$ cat config.mk
export PLATFORM = sky130hd
export DESIGN_NAME = mem_bus_arbiter
export DESIGN_NICKNAME = d
export VERILOG_FILES = /design/src/rtl/mem_bus_arbiter.sv
export SDC_FILE = /design/constraint.sdc
export NUM_CORES = 1
export LEC_CHECK = 0
export CAP_MARGIN = 5
export CORE_ASPECT_RATIO = 0.9
export CORE_UTILIZATION = 43
export CTS_BUF_LIST = sky130_fd_sc_hd__clkbuf_4 sky130_fd_sc_hd__clkbuf_8
export CTS_CLUSTER_SIZE = 10
export DETAILED_ROUTE_END_ITERATION = 8
export PLACE_DENSITY = 0.95
export SLEW_MARGIN = 20
export SYNTH_ARGS = -nofsm -noshare
export SYNTH_HDL_FRONTEND = slang
export SYNTH_SLANG_ARGS = --single-unit
$ cat constraint.sdc
create_clock -name clk -period 5 [get_ports clk]
set_input_delay 1 -clock clk [delete_from_list [all_inputs] [get_ports clk]]
set_output_delay 1 -clock clk [all_outputs]
set_load 0.01 [all_outputs]
$ cat src/rtl/mem_bus_arbiter.sv
// Round-robin arbiter sharing one memory bus between instruction fetch and data load/store.
// Optional transaction timeout abort enabled by defining MEM_ARB_TIMEOUT_EN.
module mem_bus_arbiter #(
  parameter int unsigned TIMEOUT_CYCLES = 1023,
  parameter int unsigned TO_CNT_W       = 10
) (
  input  logic        clk,
  input  logic        rst_n,
  input  logic        i_read_req,
  input  logic        i_read_w,
  input  logic        i_read_hw,
  input  logic [31:0] i_read_adr,
  output logic        i_read_valid,
  input  logic        d_read_req,
  input  logic        d_read_w,
  input  logic        d_read_hw,
  input  logic [31:0] d_read_adr,
  output logic        d_read_valid,
  input  logic        d_write_req,
  input  logic        d_write_w,
  input  logic        d_write_hw,
  input  logic [31:0] d_write_adr,
  input  logic [31:0] d_write_data,
  output logic        d_write_finish,
  output logic [31:0] rdata_out,
  output logic        m_read_req,
  output logic        m_write_req,
  output logic        m_w,
  output logic        m_hw,
  output logic [31:0] m_adr,
  output logic [31:0] m_wdata,
  input  logic        m_read_valid,
  input  logic [31:0] m_read_data,
  input  logic        m_write_finish,
  output logic        bus_error
);

  localparam int unsigned DW = 32;

  typedef enum logic [1:0] {IDLE, IRD, DRD, DWR} state_e;
  typedef enum logic {GRANT_INSTR, GRANT_DATA} grant_e;

  state_e        state_q, state_d;
  grant_e        last_grant_q, last_grant_d;
  logic          m_read_req_q, m_read_req_d;
  logic          m_write_req_q, m_write_req_d;
  logic          m_w_q, m_w_d;
  logic          m_hw_q, m_hw_d;
  logic [DW-1:0] m_adr_q, m_adr_d;
  logic [DW-1:0] m_wdata_q, m_wdata_d;
  logic [DW-1:0] rdata_q, rdata_d;

  logic done_c;
  logic timeout_c;
  logic end_c;
  logic rd_busy_c;
  logic grant_data_c;

  // Completion only counts when it matches the transaction type in flight.
  always_comb begin
    done_c = 1'b0;
    case (state_q)
      IRD, DRD: done_c = m_read_valid;
      DWR:      done_c = m_write_finish;
      default:  done_c = 1'b0;
    endcase
  end

`ifdef MEM_ARB_TIMEOUT_EN
  logic [TO_CNT_W-1:0] to_cnt_q, to_cnt_d;

  always_comb begin
    to_cnt_d = to_cnt_q;
    if (state_q == IDLE) to_cnt_d = '0;
    else                 to_cnt_d = to_cnt_q + TO_CNT_W'(1);
  end

  // Counter is zero in the first busy cycle, so the abort lands in busy cycle TIMEOUT_CYCLES.
  assign timeout_c = (state_q != IDLE) && !done_c &&
                     (to_cnt_q == TO_CNT_W'(TIMEOUT_CYCLES - 1));

  always_ff @(posedge clk) begin
    if (!rst_n) to_cnt_q <= '0;
    else        to_cnt_q <= to_cnt_d;
  end
`else
  logic cfg_unused;
  assign cfg_unused = (64'(TIMEOUT_CYCLES) < (64'd1 << TO_CNT_W));
  assign timeout_c  = 1'b0;
`endif

  assign end_c     = done_c | timeout_c;
  assign rd_busy_c = (state_q == IRD) || (state_q == DRD);

  // Data class wins when instruction is idle or instruction was served last.
  assign grant_data_c = (d_write_req || d_read_req) &&
                        (!i_read_req || (last_grant_q == GRANT_INSTR));

  always_comb begin
    state_d       = state_q;
    last_grant_d  = last_grant_q;
    m_read_req_d  = m_read_req_q;
    m_write_req_d = m_write_req_q;
    m_w_d         = m_w_q;
    m_hw_d        = m_hw_q;
    m_adr_d       = m_adr_q;
    m_wdata_d     = m_wdata_q;
    rdata_d       = rdata_q;

    case (state_q)
      IDLE: begin
        if (grant_data_c) begin
          last_grant_d = GRANT_DATA;
          if (d_write_req) begin
            state_d       = DWR;
            m_write_req_d = 1'b1;
            m_w_d         = d_write_w;
            m_hw_d        = d_write_hw;
            m_adr_d       = d_write_adr;
            m_wdata_d     = d_write_data;
          end else begin
            state_d      = DRD;
            m_read_req_d = 1'b1;
            m_w_d        = d_read_w;
            m_hw_d       = d_read_hw;
            m_adr_d      = d_read_adr;
          end
        end else if (i_read_req) begin
          last_grant_d = GRANT_INSTR;
          state_d      = IRD;
          m_read_req_d = 1'b1;
          m_w_d        = i_read_w;
          m_hw_d       = i_read_hw;
          m_adr_d      = i_read_adr;
        end
      end
      default: begin
        if (end_c) begin
          state_d       = IDLE;
          m_read_req_d  = 1'b0;
          m_write_req_d = 1'b0;
        end
      end
    endcase

    if (rd_busy_c) rdata_d = m_read_data;
    if (timeout_c) rdata_d = '0;
  end

  always_ff @(posedge clk) begin
    if (!rst_n) begin
      state_q       <= IDLE;
      last_grant_q  <= GRANT_INSTR;
      m_read_req_q  <= 1'b0;
      m_write_req_q <= 1'b0;
      m_w_q         <= 1'b0;
      m_hw_q        <= 1'b0;
      m_adr_q       <= '0;
      m_wdata_q     <= '0;
      rdata_q       <= '0;
    end else begin
      state_q       <= state_d;
      last_grant_q  <= last_grant_d;
      m_read_req_q  <= m_read_req_d;
      m_write_req_q <= m_write_req_d;
      m_w_q         <= m_w_d;
      m_hw_q        <= m_hw_d;
      m_adr_q       <= m_adr_d;
      m_wdata_q     <= m_wdata_d;
      rdata_q       <= rdata_d;
    end
  end

  // Completion pulses are combinational so the requester can drop its req at the same edge.
  assign i_read_valid   = rst_n && (state_q == IRD) && end_c;
  assign d_read_valid   = rst_n && (state_q == DRD) && end_c;
  assign d_write_finish = rst_n && (state_q == DWR) && end_c;
  assign bus_error      = rst_n && timeout_c;

  assign rdata_out   = timeout_c ? '0 : (rd_busy_c ? m_read_data : rdata_q);
  assign m_read_req  = m_read_req_q;
  assign m_write_req = m_write_req_q;
  assign m_w         = m_w_q;
  assign m_hw        = m_hw_q;
  assign m_adr       = m_adr_q;
  assign m_wdata     = m_wdata_q;

endmodule

==> impl_metrics.toml <==
[min_path]
hold_depth = 2
hold_path.startpoint = "m_wdata[15]$_SDFFE_PN0P_"
hold_path.class = "flip-flop to flip-flop"
min_to = "m_wdata[15]$_SDFFE_PN0P_"

[run]
drv_cap = 0

[sta]
fin_crit_sh_pct = 78.5
hold_violations = 0
clock_skew_ps = 8.65
relSlewSlack_pct = 42.8
slew_violations = 0
tns_ps = 0
setup_viol = 0
tightest_slew_ps = 856
clock.fmax_mhz = 255
finalCriticalPeriod_ps = 3930
rsz0062_at_grt = "false"

[grt]
gr-total-overflow = 0
grtUsageMet2_pct = 49.9
grt_util_all_layers_pct = 27.0
grt_max_degree = 102
use_met3_pct = 8.04
grt_pass1_vias = 4961
antenna_found_initial = 1
met1_usage_pct = 28.4
top_usage_layer = "met2"
grt_pass1_wl_mm = 24.8

[power]
power_uw = 3170
p_seq_share_pct = 34.8
clock_power_share_pct = 14.9
netSwitchingFraction_pct = 35.2
p_switching_uw = 1120
combPwrFrac_pct = 50.3
p_int_uw = 2060
peakVddDrop_v = 0.000272
p_per_area_nw_per_um2 = 409
p_leak_uw = 0.00295

[routing]
drtPass1Iterations = 5
vias = 5026
wl_per_cell_um = 17.3
drt_iter0_drc = 274
drc = 0
viasPerCell = 5.31
ant_nets = 0
drt-total-wl_mm = 16.4

[synth]
synthFlopType = "dfxtp_1"
synth.top_cells.by_count = "103 x dfxtp_1, 67 x a21oi_1, 67 x o21ai_0"
synth_edf_count = 0
syn_avg_cell_area_um2 = 8.86
syn-instance-count = 553
yosysTopAreaCell = "dfxtp_1"
netlist_area_um2 = 4900
synth.yosys.seq_area_share_pct = 42.1
synth_async_sr_flop_share_pct = 0
synth_nets = 730
synth.most_common_cell = "dfxtp_1"
yosys_warnings = 0
ys_ff_latch = 103
synth_cell_type_count = 31
synth_area_leaders = "dfxtp_1 42%, mux2_2 7.4%, a21oi_1 6.8%"
netlist.area_leader.share_pct = 42.1

[worst_setup_path]
r2r_slack_ps = 2650
cp.arrival_ps = 2930
worst_r2r_startpoint = "state_q[1]$_SDFFE_PN0P_"
setup.worst_path.end_class = "output port"
reg2reg_to = "state_q[1]$_SDFFE_PN0P_"
cp-start-kind = "flip-flop"
crit_start = "state_q[1]$_SDFFE_PN0P_"
path_max_fanout = 21
ff2ff_path_depth = 5
crit_type = "flip-flop to output port"
cp.required_ps = 4000

[placement]
hpwl_mm = 11.7
globalplace.congestion = 0.802
port_buffers = 275

[clocking]
cts-root-buf = "clkbuf_8"
cts_hold_buffers = 0
clock_sinks = 103
worstSkewPairLatency_ps = 370
cts_setup_buffers = 0
cts_tree = "yes"
clk_pin_slew_ps = 100
cts_inserted_buffers = 9
cts_resized = 0
htreeDepth = 3
cts_buffer_depth = 2

[outcome]
status = "finished clean"

[floorplan]
die_h_um = 103
num_io_pins = 277
initial_core_util_pct = 44.8
die_area_um2 = 11800
die_x_um = 115
rows = 36
core_area_um2 = 10900

[finish]
antennaDiodeCount = 0
fillers = 821
finalCoreUtilization_pct = 70.9
drive_above_1_share_pct = 8.30
nNetsFinal = 968
area_growth_pct = 58.3
layout by cell type (no fill, tap or decap):
cell type,count
a21bo_2,1
a21boi_0,16
a21boi_1,16
a21boi_4,1
a21o_1,34
a21oi_1,67
a21oi_2,4
a22oi_1,1
and2_1,36
and2_2,1
buf_2,1
buf_4,8
clkbuf_4,1
clkbuf_8,9
clkdlybuf4s50_1,273
clkinv_2,2
clkinv_4,1
clkinvlp_4,1
conb_1,1
dfxtp_1,103
ha_1,4
inv_1,3
inv_6,1
mux2_2,32
nand2_1,35
nand2b_1,1
nand3_1,32
nand3b_1,34
nor2_1,2
nor3b_1,1
o21ai_0,67
o2bb2ai_1,1
o2bb2ai_2,1
o31a_4,1
o31ai_4,1
o32ai_1,2
flip-flops by register name, indices dropped and copies added (netlist names):
register	count
m_adr	32
rdata_q	32
last_grant_q	1
state_q	2
m_write_req	1
m_wdata	32
m_read_req	1
m_hw	1
m_w	1
through the flow:
step	setup WS (ps)	hold slack [ps]	area, um2	cells
floorplan	2330	497	4900	553
global placement	1450	449	7590	932
detailed placement	1410	460	7590	932
CTS	1070	481	7760	947
global route	829	511	7760	947
finish	1070	482	7760	947
power by group through the flow:
stage / clock, uW / combinational, uW / sequential (uW)
4_1_cts: 489 / 1600 / 1100
3_5_place_dp: 0 / 1590 / 1120
2_1_floorplan: 0 / 788 / 1160
3_3_place_gp: 0 / 1550 / 1100
6_report: 473 / 1600 / 1100
5_1_grt: 520 / 1720 / 1120
cells by family after synthesis:
family,share of synthesized area [%]
AOI/OAI and AO/OA,26.9
and+or+nand+nor,16.3
buffers and inverters,6.28
muxes,7.35
adders and majority gates,1.02
DFF,42.1
other,0.0765
worst max path at each step:
stage	to	slack (ps)	cells after the start
4_1_cts	d_read_valid	1070	6
5_1_grt	d_write_finish	830	6
2_1_floorplan	d_read_valid	2330	3
3_5_place_dp	d_write_finish	1410	5
6_report	d_write_finish	1070	6
3_3_place_gp	d_read_valid	1450	5
worst max-delay path, stage by stage (launching register included):
cell and delay (ps):
dfxtp_1 390, inv_1 90, ha_1 830, a22oi_1 210, nor3b_1 290, and2_1 190, clkdlybuf4s50_1 560
final cells by class:
type	instances	area (um2)	share of cell area, %
timing repair buffer	282	2800	36.1
multi-input combinational	392	2530	32.6
sequential	103	2060	26.6
tap	152	190	2.45
clock buffer	10	131	1.69
clock inverter	5	35.0	0.451
inverter	3	11.3	0.145
per-layer routing:
layer  routed length, um  part of all wire (%)
met5                  15                 0.091
met2                8440                    51
met1                6100                    37
met3                1330                   8.1
met4                 512                   3.1
Note: power is estimated with default switching activity, not from simulation.
==> RTL edit: new RTL, same flow settings <==
Encoding of `state_e`: now one-hot (4 bits for 4 states).
--- a/src/rtl/mem_bus_arbiter.sv
+++ b/src/rtl/mem_bus_arbiter.sv
@@ -37,7 +37,7 @@
 
   localparam int unsigned DW = 32;
 
-  typedef enum logic [1:0] {IDLE, IRD, DRD, DWR} state_e;
+  typedef enum logic [3:0] {IDLE = 4'b0001, IRD = 4'b0010, DRD = 4'b0100, DWR = 4'b1000} state_e;
   typedef enum logic {GRANT_INSTR, GRANT_DATA} grant_e;
 
   state_e        state_q, state_d;
Check against the original RTL: same outputs for any inputs over 4 cycles, from zero or initial values and one cycle with rst_n low; so few cycles prove little.
==> RTL edit against the unedited design <==
  * Wire length decreased by 4.2%
  * Clock power is 21% higher
  * Power shrank 10%
  * Setup slack improved by 110 ps
  * Sequential share of layout area grew 0.78 points
  * Sequential cell count rose by 2
  * Final area down 0.95%
  * Clock skew about the same
  * Combinational power down 28%
  * Area after synthesis is 2.9% lower
  * Core utilization rose by 0.20 points
  * Critical endpoint is now rdata_out[8]
==> RTL edit: results <==
{
  "run_status": "finished, final reports clean",
  "placed_cells": 895,
  "fillCellCount": 785,
  "synth_nets": 702,
  "reg2regPathDepth": 4,
  "yosysSeqAreaShare": 0.442,
  "h-tree-depth": 3,
  "clk_latency_ps": 350,
  "drt_iter0_drc": 313,
  "crit-reg2reg-launch": "last_grant_q$_SDFFE_PN0P_",
  "antenna_cells": 0,
  "numCtsBuffers": 9,
  "clk_pin_slew_worst_paths_ps": 110,
  "port_buffers": 275,
  "track_usage": 0.259,
  "avgSynthCellArea_um2": 8.99,
  "tightest_slew_ps": 1080,
  "ant_nets": 0,
  "post_cts_resized": 0,
  "ys_top_cells_by_count": "dfxtp_1, nand2_1, a21oi_1",
  "nets": 946,
  "grt_max_degree": 69,
  "ys_top_cells_by_area": "dfxtp_1, mux2_4, a21oi_1",
  "ir_worst_vdd_v": 0.000213,
  "antenna_found_initial": 0,
  "holdPathEnd": "m_wdata[17]$_SDFFE_PN0P_",
  "clk_path_buf_depth": 2,
  "reg2reg_slack_ps": 2270,
  "postPlaceCellArea_um2": 7460,
  "power_combinational_w": 0.00116,
  "synthArstFlopShare": 0,
  "worst_r2r_endpoint": "m_adr[6]$_SDFFE_PN0P_",
  "p_seq_w": 0.00111,
  "min_path_type": "reg2reg",
  "leakage_nw": 2.99,
  "fin_skew_ps": 8.96,
  "routed_via_density": 5.48,
  "cp_max_fo": 32,
  "drt_first_pass_iters": 5,
  "ys.warnings.count": 0,
  "intPower_w": 0.00189,
  "post_cts.repair.setup_buffers": 0,
  "layout-drive-gt1-share": 0.105,
  "ys_types": 36,
  "grt_pass1_wl_um": 23500,
  "post-dp-hpwl_um": 11500,
  "root_buffer": "clkbuf_8",
  "via_count": 4996,
  "critical_path_arrival_ps": 2810,
  "gp_congestion": 0.896,
  "hold_path_depth": 2,
  "min-delay-start": "m_wdata[17]$_SDFFE_PN0P_",
  "wl_per_cell_um": 17.2
}
[RTL edit: critical path, cell delays in order, from the launching register on]
cell and delay [ps]:
dfxtp_1 500, xor2_1 270, nand2_2 640, mux2_4 540
clkdlybuf4s50_1 500
[RTL edit: area by class of cell]
class                           count  area [µm²]  area share
Timing Repair Buffer              282        2800       0.364
Multi-Input combinational cell    373        2390       0.311
Sequential cell                   105        2100       0.273
Tap cell                          133         166      0.0217
Clock buffer                       10         138      0.0179
Clock inverter                      6        82.6      0.0107
Inverter                            2        7.51    0.000977
[RTL edit: worst max-delay path by stage]
stage,start,end,slack (ps),depth (start not counted)
after floorplan,m_read_valid,i_read_valid,2380,4
after global placement,m_read_valid,i_read_valid,1260,6
after detailed placement,m_read_valid,i_read_valid,1220,6
after CTS,state_q[2]$_SDFFE_PN0P_,rdata_out[14],1180,4
after global routing,state_q[1]$_SDFFE_PN0P_,rdata_out[2],1050,4
final,state_q[2]$_SDFFE_PN0P_,rdata_out[8],1190,4
[RTL edit: cells by family after synthesis]
kind of cell	share of synthesized area
simple gates	0.222
compound gates	0.178
flops	0.442
buf+inv	0.0563
mux	0.0994
xor+xnor	0.00184
other cells	0.000788
[RTL edit: metrics by stage]
step	hold WS, ps	worst slack [ps]	total power (W)
after floorplan	481	2380	0.00172
after global placement	441	1260	0.00224
after detailed placement	450	1220	0.00228
after CTS	466	1180	0.00286
after global routing	484	1050	0.00299
final	463	1190	0.00284
[RTL edit: per-layer routing]
| layer | vias up | wire, µm | global-route usage | share of wire |
|---|---|---|---|---|
| met3 | 49 | 1340 | 0.0664 | 0.085 |
| met1 | 2295 | 5670 | 0.271 | 0.36 |
| met5 | - | 0 | 0 | 0 |
| li1 | 2365 | - | - | - |
| met4 | 0 | 615 | 0.145 | 0.039 |
| met2 | 287 | 8090 | 0.480 | 0.51 |
